<file path="config.mk">
export PLATFORM = sky130hd
export DESIGN_NAME = pulse_width_meter
export DESIGN_NICKNAME = d
export VERILOG_FILES = /design/src/rtl/pulse_width_meter_pkg.sv /design/src/rtl/pulse_width_meter_sat_counter.sv /design/src/rtl/pulse_width_meter.sv
export SDC_FILE = /design/constraint.sdc
export NUM_CORES = 1
export LEC_CHECK = 0
export ABC_AREA = 1
export CELL_PAD_IN_SITES_DETAIL_PLACEMENT = 0
export CELL_PAD_IN_SITES_GLOBAL_PLACEMENT = 1
export CORE_MARGIN = 8
export CORE_UTILIZATION = 34
export CTS_CLUSTER_DIAMETER = 30
export CTS_CLUSTER_SIZE = 10
export DETAILED_ROUTE_END_ITERATION = 16
export PLACE_DENSITY = 0.8
export RECOVER_POWER = 25
export SYNTH_ARGS = -nofsm -noshare
export SYNTH_HDL_FRONTEND = slang
export SYNTH_SLANG_ARGS = --single-unit
export TNS_END_PERCENT = 10
</file>
<file path="constraint.sdc">
create_clock -name i_clk -period 1.3 [get_ports i_clk]
set_input_delay 0.195 -clock i_clk [delete_from_list [all_inputs] [get_ports i_clk]]
set_output_delay 0.195 -clock i_clk [all_outputs]
set_load 0.02 [all_outputs]
</file>
<file path="src/rtl/pulse_width_meter_pkg.sv">
// Shared types and helpers for pulse_width_meter.
// Holds the FSM state type and the counter saturation value.
package pulse_width_meter_pkg;

  typedef enum logic [1:0] {
    ST_IDLE    = 2'd0,
    ST_ARMED   = 2'd1,
    ST_MEASURE = 2'd2
  } state_t;

  function automatic int unsigned sat_val(input int unsigned w);
    return (32'd1 << w) - 32'd1;
  endfunction

endpackage

</file>
<file path="src/rtl/pulse_width_meter_sat_counter.sv">
// Saturating up-counter with clear, increment and load-1.
// Clear acts regardless of the sample enable.
module sat_counter
  import pulse_width_meter_pkg::*;
#(
  parameter int W = 8
) (
  input  logic         clk,
  input  logic         rst_n,
  input  logic         ce,
  input  logic         clr,
  input  logic         inc,
  input  logic         load1,
  output logic [W-1:0] cnt,
  output logic         at_max
);

  localparam logic [W-1:0] MAXV = W'(sat_val(W));

  assign at_max = (cnt == MAXV);

  always_ff @(posedge clk or negedge rst_n) begin
    if (!rst_n) begin
      cnt <= '0;
    end else if (clr) begin
      cnt <= '0;
    end else if (ce) begin
      if (load1) begin
        cnt <= W'(1);
      end else if (inc && !at_max) begin
        cnt <= cnt + W'(1);
      end
    end
  end

endmodule

</file>
<file path="src/rtl/pulse_width_meter.sv">
// Measures active-high window widths in enabled samples.
// Range check built only with PULSE_WIDTH_METER_RANGE_CHECK_EN.
module pulse_width_meter
  import pulse_width_meter_pkg::*;
#(
  parameter int          WIDTH_W   = 8,
  parameter int unsigned MIN_WIDTH = 1,
  parameter int unsigned MAX_WIDTH = 255
) (
  input  logic               i_clk,
  input  logic               i_nrst,
  input  logic               i_ce,
  input  logic               i_clr,
  input  logic               i_active,
  output logic [WIDTH_W-1:0] o_width,
  output logic               o_valid,
  output logic               o_overflow,
  output logic               o_range_err,
  output logic               o_busy
);

  state_t             state;
  logic               sticky;
  logic [WIDTH_W-1:0] cnt;
  logic               at_max;
  logic               load1;
  logic               inc;
  logic               range_bad;

  assign load1  = (state == ST_ARMED) && i_active;
  assign inc    = (state == ST_MEASURE) && i_active;
  assign o_busy = (state == ST_MEASURE);

  sat_counter #(
    .W(WIDTH_W)
  ) u_cnt (
    .clk   (i_clk),
    .rst_n (i_nrst),
    .ce    (i_ce),
    .clr   (i_clr),
    .inc   (inc),
    .load1 (load1),
    .cnt   (cnt),
    .at_max(at_max)
  );

`ifdef PULSE_WIDTH_METER_RANGE_CHECK_EN
  logic [31:0] cnt_ext;
  assign cnt_ext   = 32'(cnt);
  assign range_bad = (cnt_ext < MIN_WIDTH) |
                     (cnt_ext > MAX_WIDTH) |
                     sticky;
`else
  logic unused_cfg;
  assign unused_cfg = ^{MIN_WIDTH, MAX_WIDTH};
  assign range_bad  = 1'b0;
`endif

  always_ff @(posedge i_clk or negedge i_nrst) begin
    if (!i_nrst) begin
      state       <= ST_IDLE;
      sticky      <= 1'b0;
      o_width     <= '0;
      o_valid     <= 1'b0;
      o_overflow  <= 1'b0;
      o_range_err <= 1'b0;
    end else begin
      o_valid <= 1'b0;
      if (i_clr) begin
        state  <= ST_IDLE;
        sticky <= 1'b0;
      end else if (i_ce) begin
        unique case (state)
          ST_IDLE: begin
            if (!i_active) state <= ST_ARMED;
          end
          ST_ARMED: begin
            if (i_active) begin
              state  <= ST_MEASURE;
              sticky <= 1'b0;
            end
          end
          ST_MEASURE: begin
            if (i_active) begin
              if (at_max) sticky <= 1'b1;
            end else begin
              o_width     <= cnt;
              o_overflow  <= sticky;
              o_range_err <= range_bad;
              o_valid     <= 1'b1;
              state       <= ST_ARMED;
            end
          end
          default: state <= ST_IDLE;
        endcase
      end
    end
  end

endmodule

</file>
==> key figures <==
Run status
  • Status: finished, violations left
  • Failing checks: negative setup slack

Clocking
  • Clock tree buffer depth: 2
  • Clk slew on worst S/H paths: 0.13 ns
  • Clk Tree Root Cell: clkbuf_4
  • CTS tree: yes
  • Number of H-tree levels: 1
  • Sinks on Clock Net: 21
  • Clock latency on the worst-skew pair: about 0.32 ns
  • CTS Buf Count: 3

Floorplanning
  • IO Count: 17
  • Initial Utilization: 0.348
  • Width of the chip: about 74 um
  • Die area: between 5000 and 6000 um^2
  • Row count: 21
  • Core area: about 3300 um^2
  • Die Y: 74.3 um

Detailed routing
  • Drt pass-1 iters: 4
  • Vias per cell: between 4 and 5
  • DR top layer: met4
  • Via count: approximately 1.1k
  • DR WL met2: roughly 1300 um
  • Total Wirelength: between 2000 and 3000 um
  • Met3 wire length: between 100 and 150 um
  • Met1 wire length: 1210 um
  • Post-DRT Antenna Nets: 0
  • DRC: 0
  • Average wire per standard cell: ~11 um
  • Initial drt markers: 64

Cells and area
  • Nets@finish: 200
  • Final core occ: 0.481
  • Final Cell Area: 1590 um^2
  • # fillers: 336
  • Layout area overhead: 38.0%
  • Area of the multi-input gates: between 600 and 700 um^2
  • FF+latch area: 527 um^2
  • Ratio of cells with drive above 1 in the final layout: 0.295
  • # diodes: 0
  • Final non-filler cell total: roughly 240

Synth
  • Number of synthesized flops with an enable pin: 0
  • FF+latch count, synth: 21
  • Syn Area/Cell: 7.39 um^2
  • Top cell type's share of synthesized area: 0.456
  • Area leader, netlist: dfrtp_1
  • Synth async-reset ratio: 1.00
  • Most numerous cell in the Yosys netlist: nand2_1
  • Ranking of synthesized cells by area: dfrtp_1 46%, nand2_1 21%, nor2_1 5.9%, inv_1 4.6%, o21ai_2 4.6%
  • Unique cell type count in the Yosys netlist: 20
  • Synth Cell Area: between 1000 and 1500 um^2
  • Synth Warn #: 0
  • Syn nets: about 160
  • Ys flop type: dfrtp_1
  • Post-Synthesis Cells: roughly 160
  • Seq/Total Area, Yosys: 0.456
  • Top cells by count, synth: 64 x nand2_1, 21 x dfrtp_1, 18 x nor2_1

Global routing
  • First-pass GRT wire length: approximately 4400 um
  • Vias in the first global route: between 1k and 1.5k
  • GRT Residual Overflow: 0
  • Largest net degree at the start of global routing: 22
  • Initial antenna violation count: 0
  • Total GRT Usage: 0.102

STA
  • Min Hold Slack: around 0.37 ns
  • Slew Limit Fails: 0
  • Aggregate negative setup slack: -0.245 ns
  • RSZ-0062 raised after global routing: true
  • Final worst-path cycle share: 1.03
  • Setup Viol. Count Final: 9
  • Final Skew: between 0.006 and 0.007 ns
  • Worst rel slew slack: 0.644
  • Min cycle time layout: between 1 and 1.5 ns
  • Final setup margin: -0.0378 ns
  • Fin. Hold Viols: 0
  • Highest clock rate: ~750 MHz
  • Slew @ Worst Pin: 0.534 ns

Worst setup path
  • Type of origin of the critical path: flop
  • WP data arrival: around 1.6 ns
  • CP required: ~1.6 ns
  • Worst Setup End Kind: flop
  • Critical path type: flop to flop
  • CP Max Fanout: 8

Power and ir drop
  • Total power: between 1.5 and 2 mW
  • Leak Pwr: 0.837 nW
  • PD cells: around 1000 nW/um^2
  • Max VDD drop: 0.000349 V

Placement
  • Port bufs: 15
  • DP HPWL: approximately 2000 um
  • Post-Place Worst Slack: -0.267 ns
  • GP Congestion: 0.871
  • DP Area: approximately 1500 um^2
  • Placed Cells: 233

Flow run
  • Max-cap violations: 0

Hold path
  • Type of the tightest min-delay check: input port to async pin
-- state kept, by name (all words and copies together), names as in the netlist --
signal and flops:
u_cnt.cnt 8, state 2, o_width 8, o_overflow 1, o_valid 1, sticky 1
-- per-layer routing --
layer,vias up,global-route usage
met5,-,0
met4,0,0.0522
met3,4,0.0162
met2,24,0.177
met1,476,0.119
li1,550,-
-- path summary, 6_finish.rpt --
path | startpoint | end | cells after the start | slack (ns)
setup / recovery | u_cnt.cnt[1] | u_cnt.cnt[4] | 9 | -0.04
hold / removal | i_nrst | o_valid | 2 | 0.37
setup reg to reg | u_cnt.cnt[1] | u_cnt.cnt[4] | 9 | -0.04
hold reg to reg | o_overflow | o_overflow | 2 | 0.49
max in group asynchronous | i_nrst | state[1] | 2 | 0.54
min in group i_clk | o_overflow | o_overflow | 2 | 0.49
-- final cells by class --
type,instances,share of cell area
clock buffer,3,0.0142
clock inverter,1,0.00314
inverter,17,0.0409
multi-input combinational,116,0.391
sequential,21,0.331
tap,46,0.0362
timing repair buffer,35,0.184
-- repair_timing --
item / in CTS / in global routing
hold buffers: 0 / 0
gates resized for setup: 17 / 18
pin swaps: 0 / 7
setup endpoints to repair: 20 / 14
setup buffers: 0 / 2
-- cells in the final DEF (no fill, tap or decap), drive strengths merged --
master          n
inv            16
dlygate4sd2    10
ha              1
dfrtp          21
clkinv          2
o211ai          1
buf            20
clkdlybuf4s50   3
dlygate4sd3     1
clkbuf          4
nand2          69
nor2           22
nand3           8
a21oi           2
o21ai          11
xnor2           1
conb            1
-- power by group --
group	switching (mW)	internal, mW	leakage (nW)
sequential	0.0479	0.723	0.285
clock	0.221	0.115	0.0177
combinational	0.312	0.232	0.534
-- critical path, stage by stage (launching register included) --
cell and delay, ns:
dfrtp_1 0.38, ha_2 0.22, nand2_2 0.07, nor2_2 0.13, nand2_2 0.08, nand2_4 0.11, nand2_8 0.08, nand2_8 0.11
nand2_1 0.05, nand2_1 0.05
-- kinds of logic (layout without fill, tap and decap cells) --
logic type,Yosys count,after routing,share of synthesized area
and+or+nand+nor,99,99,0.368
buffers and inverters,19,56,0.0727
xor gates and xnor gates,1,1,0.00759
DFF,21,21,0.456
adders and majority gates,1,1,0.0108
AOI/OAI and AO/OA,14,14,0.0824
other,1,1,0.00325
Note: power is estimated with default switching activity, not from simulation.
